## src/rtl/block_retire_tracker.sv

```systemverilog
// rtl/block_retire_tracker.sv - in-order block issue/retire tracker for one looper lane
//
// Accepts block offsets from one lane of the block looper, issues them to
// the compute pipeline in arrival order, and retires the oldest issued block
// once both its compute and its write-back have reported done.
//
// Ports:
//   i_clk, i_rst     clock; synchronous active-high reset
//   src_rdy/src_ack  upstream offset handshake, i_bofs carries the offset
//   dst_rdy/dst_ack  issue handshake to compute, o_bofs carries the offset
//   i_cmp_done       pulse: compute finished the oldest unfinished block
//   i_wb_done        pulse: write-back finished the oldest unfinished block
//   o_blkdone_dval   pulse: oldest block fully retired
//   o_n_pending      blocks accepted and not yet retired
//   o_err            sticky: a done pulse arrived with no block to credit

package TauCfg;
  localparam int WORK_BW           = 8;
  localparam int VDIM              = 2;
  localparam int MAX_PENDING_BLOCK = 4;
endpackage

module block_retire_tracker #(
  parameter int WBW       = TauCfg::WORK_BW,
  parameter int VDIM      = TauCfg::VDIM,
  parameter int N_PENDING = TauCfg::MAX_PENDING_BLOCK,
  localparam int CN       = $clog2(N_PENDING + 1),
  localparam int PW       = CN - 1
) (
  input  logic                     i_clk,
  input  logic                     i_rst,
  input  logic                     src_rdy,
  output logic                     src_ack,
  input  logic [VDIM-1:0][WBW-1:0] i_bofs,
  output logic                     dst_rdy,
  input  logic                     dst_ack,
  output logic [VDIM-1:0][WBW-1:0] o_bofs,
  input  logic                     i_cmp_done,
  input  logic                     i_wb_done,
  output logic                     o_blkdone_dval,
  output logic [CN-1:0]            o_n_pending,
  output logic                     o_err
);

  logic [VDIM-1:0][WBW-1:0] mem [N_PENDING];
  logic [PW-1:0]            wr_ptr, iss_ptr, ret_ptr;
  logic [CN-1:0]            n_pending, cmp_cnt, wb_cnt;
  logic                     dst_rdy_q, blkdone_q, err_q;
  logic [VDIM-1:0][WBW-1:0] bofs_q;

  logic                     acc, fire, cmp_ok, wb_ok, ret;
  logic                     all_issued, dst_rdy_nxt;
  logic [CN-1:0]            n_issued, unissued_left;
  logic [PW-1:0]            iss_ptr_nxt;
  logic [VDIM-1:0][WBW-1:0] bofs_nxt;

  assign acc  = src_rdy && (n_pending != CN'(N_PENDING)) && !i_rst;
  assign fire = dst_rdy_q && dst_ack;

  // Issued-and-unretired count from the pointer distance. Equal pointers
  // mean either none or all issued; dst_rdy_q is 1 exactly when an unissued
  // entry exists, so a full tracker with dst_rdy_q low has everything issued.
  assign all_issued = (iss_ptr == ret_ptr) && (n_pending == CN'(N_PENDING)) && !dst_rdy_q;
  assign n_issued   = all_issued ? CN'(N_PENDING) : {1'b0, PW'(iss_ptr - ret_ptr)};

  // A done pulse is only credited if an issued block is still waiting for it.
  assign cmp_ok = i_cmp_done && (cmp_cnt < n_issued);
  assign wb_ok  = i_wb_done && (wb_cnt < n_issued);

  // Retire looks at this cycle's pulses too, so a block retires the cycle
  // after its second done pulse rather than two cycles later.
  assign ret = (cmp_ok || (cmp_cnt != '0)) && (wb_ok || (wb_cnt != '0));

  // Unissued entries left after this cycle's issue, not counting this
  // cycle's accept; when zero, the only candidate to present next is i_bofs.
  assign unissued_left = n_pending - n_issued - CN'(fire);
  assign iss_ptr_nxt   = iss_ptr + PW'(fire);
  assign dst_rdy_nxt   = (unissued_left != '0) || acc;

  always_comb begin
    bofs_nxt = mem[iss_ptr_nxt];
    if (unissued_left == '0) bofs_nxt = i_bofs;
  end

  always_ff @(posedge i_clk) begin
    if (acc) mem[wr_ptr] <= i_bofs;
  end

  always_ff @(posedge i_clk) begin
    if (i_rst) begin
      wr_ptr    <= '0;
      iss_ptr   <= '0;
      ret_ptr   <= '0;
      n_pending <= '0;
      cmp_cnt   <= '0;
      wb_cnt    <= '0;
      dst_rdy_q <= 1'b0;
      blkdone_q <= 1'b0;
      err_q     <= 1'b0;
      bofs_q    <= '0;
    end else begin
      wr_ptr    <= wr_ptr + PW'(acc);
      iss_ptr   <= iss_ptr_nxt;
      ret_ptr   <= ret_ptr + PW'(ret);
      n_pending <= n_pending + CN'(acc) - CN'(ret);
      cmp_cnt   <= cmp_cnt + CN'(cmp_ok) - CN'(ret);
      wb_cnt    <= wb_cnt + CN'(wb_ok) - CN'(ret);
      dst_rdy_q <= dst_rdy_nxt;
      blkdone_q <= ret;
      err_q     <= err_q || (i_cmp_done && !cmp_ok) || (i_wb_done && !wb_ok);
      // While stalled the issue pointer is unchanged, so this reloads the
      // same offset and o_bofs stays stable until dst_ack.
      if (dst_rdy_nxt) bofs_q <= bofs_nxt;
    end
  end

  assign src_ack        = acc;
  assign dst_rdy        = dst_rdy_q;
  assign o_bofs         = bofs_q;
  assign o_blkdone_dval = blkdone_q;
  assign o_n_pending    = n_pending;
  assign o_err          = err_q;

endmodule

```

## config.mk

```make
export PLATFORM = sky130hd
export DESIGN_NAME = block_retire_tracker
export DESIGN_NICKNAME = d
export VERILOG_FILES = /design/src/rtl/block_retire_tracker.sv
export SDC_FILE = /design/constraint.sdc
export NUM_CORES = 1
export LEC_CHECK = 0
export CAP_MARGIN = 20
export CORE_UTILIZATION = 45
export CTS_CLUSTER_DIAMETER = 200
export DETAILED_ROUTE_END_ITERATION = 10
export PLACE_DENSITY = 0.66
export SETUP_SLACK_MARGIN = 0.15
export SYNTH_ARGS = -nofsm -noshare
export SYNTH_HDL_FRONTEND = slang
export SYNTH_SLANG_ARGS = --single-unit
```

## constraint.sdc

```tcl
create_clock -name i_clk -period 5.1 [get_ports i_clk]
set_input_delay 0.765 -clock i_clk [delete_from_list [all_inputs] [get_ports i_clk]]
set_output_delay 0.765 -clock i_clk [all_outputs]
set_load 0.01 [all_outputs]
```

---- Word level (Yosys, flattened, before mapping) ----
Memories as Yosys holds them, arrays and structs flattened.
Cells that the tools add are included.
storage, ports and cells
  flip-flop bits (word level) ............. 34
  bits in writable memories ............... 64
  input port bits ......................... 22
  output and inout port bits .............. 23
  logic and storage cells ................. 56
  memories kept ........................... 1
memory list
  name  depth  width  rd ports  clocked after Yosys merged registers in  wr ports  RTL line  RTL
  mem   4      16     1         0                                        1         45        logic [VDIM-1:0][WBW-1:0] mem [N_PENDING];
cells by class
  $add $sub $neg .......................... 12
  magnitude comparators ................... 2
  equal/unequal tests ..................... 3
  muxes and demuxes ....................... 4
  reduce and logical (&&, ||, !) cells .... 23
operators with widths
  kind                  count
  $mux W16              1
  $sub A3 B1 Y3         4
  $logic_and A1 B1 Y1   10
  $add A3 B1 Y3         3
  $reduce_bool A3 Y1    3
  $add A2 B1 Y2         3
  $lt A3 B3 Y1          2
  $logic_or A1 B1 Y1    5
  $logic_not A1 Y1      4
  $eq A3 B3 Y1 const B  1
  $logic_not A3 Y1      1
  $mux W3               1
  $ne A3 B3 Y1 const B  1
  $sub A3 B3 Y3         1
  $eq A2 B2 Y1          1
  $mux W1               2
  $sub A2 B2 Y2         1

---- Longest topological paths before layout ----
  depth in word-level cells ............... 10
  mapped depth ............................ 19
  gate-level depth less buffers ........... 19

---- Worst setup path before layout ----
No wires, ideal clock.
  path kind ............................... register -> register
  start ................................... reg n_pending[2] (netlist: o_n_pending[2])
  end ..................................... reg cmp_cnt[2]
  setup time .............................. 0.128 ns
  arrival time ............................ 3.902 ns
  data required time ...................... 4.972 ns
  setup slack ............................. 1.070 ns
  cell stages (with the launch flop) ...... 19
  buffers on the path ..................... 1
  period minus slack after synthesis ...... 4.030 ns
  cell sequence ........................... dfxtp_1 or3b_1 buf_2 nor4b_4 inv_1 nand2_1 ha_1 o21a_1 o21a_1 or3b_2 a22oi_1 ha_1 inv_1 ha_1 inv_1 fa_1 xor2_1 xnor2_1 nor2_1
on the way
  cells in the longest elaborated chain, start to end .. 9
  elaborated cells between the ends (all ways) .. 13
  those cells by class .................... add/sub: 2; order compare: 2; eq/ne: 1; mux: 1; reduce/logical: 7
ends and longest elaborated chain
  item                                    RTL line  RTL
  from (decl)                             47        logic [CN-1:0] n_pending, cmp_cnt, wb_cnt;
  from (signal assigned)                  105       n_pending <= n_pending + CN'(acc) - CN'(ret);
  $eq A3 B3 Y1 (*)                        63        assign all_issued = (iss_ptr == ret_ptr) && (n_pending == CN'(N_PENDING)) && !dst_rdy_q;
  $logic_and A1 B1 Y1 (*) (2 in series)   63
  $mux W3 (*)                             64        assign n_issued = all_issued ? CN'(N_PENDING) : {1'b0, PW'(iss_ptr - ret_ptr)};
  $lt A3 B3 Y1 (on tied branches)         67, 68
  $logic_and A1 B1 Y1 (on tied branches)  67, 68
  $logic_or A1 B1 Y1                      72        assign ret = (cmp_ok || (cmp_cnt != '0)) && (wb_ok || (wb_cnt != '0));
  $logic_and A1 B1 Y1 (*)                 72
  net ret                                 51        logic acc, fire, cmp_ok, wb_ok, ret;
  $sub A3 B1 Y3 (*)                       106       cmp_cnt <= cmp_cnt + CN'(cmp_ok) - CN'(ret);
  to (signal assigned)                    106
  to (decl)                               47
The timed path passes the listed nets; every way through them passes the cells marked *.
A chain may end at the register's enable or synchronous reset.

---- Worst setup path after layout ----
  start ................................... reg iss_ptr[0]
  end ..................................... reg wb_cnt[2]
on the way
  cells in the longest elaborated chain, start to end .. 9
  elaborated cells between the ends (all ways) .. 14
  those cells by class .................... add/sub: 3; order compare: 2; eq/ne: 1; mux: 1; reduce/logical: 7
ends and longest elaborated chain
  item                                    RTL line  RTL
  from (decl)                             46        logic [PW-1:0] wr_ptr, iss_ptr, ret_ptr;
  from (signal assigned)                  103       iss_ptr <= iss_ptr_nxt;
  $eq A2 B2 Y1                            63
  $logic_and A1 B1 Y1 (2 in series)       63
  $mux W3 (*)                             64
  $lt A3 B3 Y1 (on tied branches)         67, 68
  $logic_and A1 B1 Y1 (on tied branches)  67, 68
  $logic_or A1 B1 Y1                      72
  $logic_and A1 B1 Y1 (*)                 72
  net ret                                 51
  $sub A3 B1 Y3 (*)                       107       wb_cnt <= wb_cnt + CN'(wb_ok) - CN'(ret);
  to (signal assigned)                    107
  to (decl)                               47
Marks and branches as above.

==> metrics.md <==
| Metric | Value |
|---|---|
| Status | completed |
| CTS tree | built |
| Metal2 WL | 3826 µm |
| Global placer's final weighted congestion | 0.7645 |
| DR top layer | met4 |
| Routed wire length | about 8000 µm |
| Row cnt | 35 |
| Clock root cell | clkbuf_8 |
| P per Cell Area | 579.0 mW/mm² |
| Relative slew slack | between 40% and 50% |
| Total die area | slightly above 0.01 mm² |
| Core area | 0.009371 mm² |
| CP arrival | 4.45 ns |
| Vias in the first global route | 2,621 |
| Clk pin slew, worst setup/hold paths | 0.08 ns |
| M1 wire length | 3892 µm |
| Setup Skew | about 0.0092 ns |
| Min-delay worst type | flip-flop to flip-flop |
| Num CTS Buffers | 9 |
| Crit path kind | flip-flop to flip-flop |
| Crit share post-route | slightly above 80% |
| CTS resizes | 0 |
| Register area share after synthesis | 59.16% |
| Num ports | between 40 and 50 |
| Die width | 100.9 µm |
| Pleak | approximately 2.0 nW |
| TritonCTS sink count | 98 |
| Vias per cell | just over 5 |
| Tightest Pin Transition | around 0.85 ns |
| Layout Area Growth over Synthesis | 19.31% |
| Number of distinct library cells after synthesis | 34 |
| RSZ-0062 raised after global routing | no |
| Highest clock rate | 0.2366 GHz |
| Synth Cell Area | ~0.0044 mm² |
| Max Cap Violations | 0 |
| Tmin final | 4.226 ns |
| Crit. End Element | flip-flop |
| PortBufs | 44 |
| CTS max path bufs | 2 |
| Synth top area share | a little over two fifths |
| Starting DRT DRC Count | 91 |
| First-pass GRT wire length | 13,370 µm |
| Hold Buf Count CTS | 0 |
| Setup TNS | 0 ns |
| Clock Latency Late Sink | 0.34 ns |
| DR WL/cell | about 16 µm |
| CP required | 5.32 ns |
| GRT overflow | 0 |
| Most frequent cells in the layout | edfxtp_1 (64), clkdlybuf4s50_1 (44), dfxtp_1 (34) |
| Starting Density | 46.94% |
| Crit start category | flip-flop |
| Synth area leader | edfxtp_1 |
| Synth warnings | 0 |
| Crit Path Max Fanout | 4 |
| Total setup buffers inserted after CTS | 0 |
| Count of final max-slew check failures | 0 |
| Design area | between 0.005 and 0.006 mm² |
| Initial antenna violation count | 0 |
| Mapped Cells | roughly 300 |
| Net Count, Synth | 346 |
| Multi-input logic area | ~0.0017 mm² |
| Most common cell after layout, fill and taps aside | edfxtp_1 |
| Antenna-violating nets left | 0 |
| Max H-tree Level | 3 |
| Placed instance area | approximately 0.0050 mm² |
| Hold Vio Cnt, Final | 0 |
| Global-route usage over all layers | 17.61% |
| Area occupied by registers | between 0.002 and 0.003 mm² |
| Fill count | 808 |
| Vias | 2,488 |
| Maximum VDD drop | about 0.00045 V |
| Largest net degree at the start of global routing | 51 |
| Drt drc | 0 |
| Ranking of synthesized cells by area | edfxtp_1 (44%), dfxtp_1 (15%), mux4_2 (8.2%) |
| Share of layout cells above drive strength 1 | 13.48% |
| Final nets | between 300 and 400 |
| Syn avg cell area | 14.52 µm² |
| Final Setup Violations | 0 |
| ANT cells | 0 |
| Fin util | 56.01% |
| Dpl hpwl | 5119 µm |
| DR pass1 iterations | 4 |
| Met3 Wirelength | 191 µm |
| Height of the die | 100.9 µm |
| #FFs+latches synth | 98 |
## registers in the layout, summed over array words and instances (netlist names)
register	cells
cmp_cnt	3
dst_rdy	1
iss_ptr	2
mem	64
o_blkdone_dval	1
o_bofs	16
o_err	1
o_n_pending	3
ret_ptr	2
wb_cnt	3
wr_ptr	2
## cells in the mapped netlist
cell      count
nand2_1       2
a21oi_1       1
or3b_1        1
nor3_1        4
dfxtp_1      34
edfxtp_1     64
a221oi_1      1
nand2b_1     16
and2_1        1
and3_1       17
clkbuf_1     12
mux4_2       16
nor2b_1       9
buf_2         3
or3b_2        2
inv_1        15
a22oi_1       1
a31oi_1       1
xnor2_1       9
mux2i_2       1
a21boi_0     16
nor2_1        7
nor3b_1       3
mux2_2        1
o21bai_1     16
xor2_1        4
buf_6         1
o21a_1        4
ha_1         16
nor4b_4       1
o21ai_0       2
or2_2         1
mux2i_1      16
fa_1          5
## final cells by class
type,count,share of cell area [%]
clock buffer,13,2.837
clock inverter,3,1.240
inverter,15,1.073
multi-input combinational,174,32.13
sequential,98,49.58
tap,129,3.075
timing repair buffer,53,10.06
## through the flow
stage | worst slack, ns | total power, W | hold WS (ns) | cells
floorplan | 1.070 | 0.002111 | 0.4840 | 303
finish | 0.8739 | 0.003039 | 0.4665 | 485
global placement | 1.010 | 0.002490 | 0.4594 | 468
global route | 0.5109 | 0.003287 | 0.5155 | 485
CTS | 0.8579 | 0.003060 | 0.4702 | 484
detailed placement | 0.8604 | 0.002516 | 0.4568 | 468
## cells by family (layout without fill, tap and decap cells)
family	count (synthesis)	count (layout)	synth area share (%)
and+or+nand+nor	64	64	9.130
AOI/OAI and AO/OA	42	42	6.997
DFF	98	98	59.16
adders and majority gates	21	21	6.826
muxes	34	34	12.40
xor gates and xnor gates	13	13	2.588
buffers and inverters	31	84	2.901
## worst max-delay path, cell delays in order (launching register included)
cell and delay (ns):
dfxtp_1 0.34, inv_1 0.05, ha_1 0.33, inv_1 0.11, nor4b_4 0.36, inv_1 0.13, nand2_1 0.15, ha_1 0.25
o21a_1 0.10, o21a_1 0.17, or3b_2 0.47, a22oi_1 0.39, ha_1 0.30, inv_1 0.06, ha_1 0.13, inv_1 0.04
fa_1 0.37, xor2_1 0.17, xnor2_1 0.13, nor2_1 0.05
## power breakdown
part | internal (W) | switching, W | total, W
clock | 0.000290 | 0.000246 | 0.000536
combinational | 0.000757 | 0.000689 | 0.00145
sequential | 0.000977 | 0.0000805 | 0.00106
## per-layer routing
metal / GRT usage [%] / up-vias
met1: 24.74 / 1231
li1: - / 1212
met4: 5.686 / 0
met5: 0 / -
met2: 28.45 / 37
met3: 2.497 / 8
## path summary, 6_finish.rpt
kind	slack, ns	cells after the start	to	start
worst max-delay path	0.87	19	wb_cnt[2]	iss_ptr[0]
worst min register to register	0.47	2	o_err	o_err
worst max register to register	0.87	19	wb_cnt[2]	iss_ptr[0]
worst min-delay path	0.47	2	o_err	o_err
(Power assumes the default switching activity.)
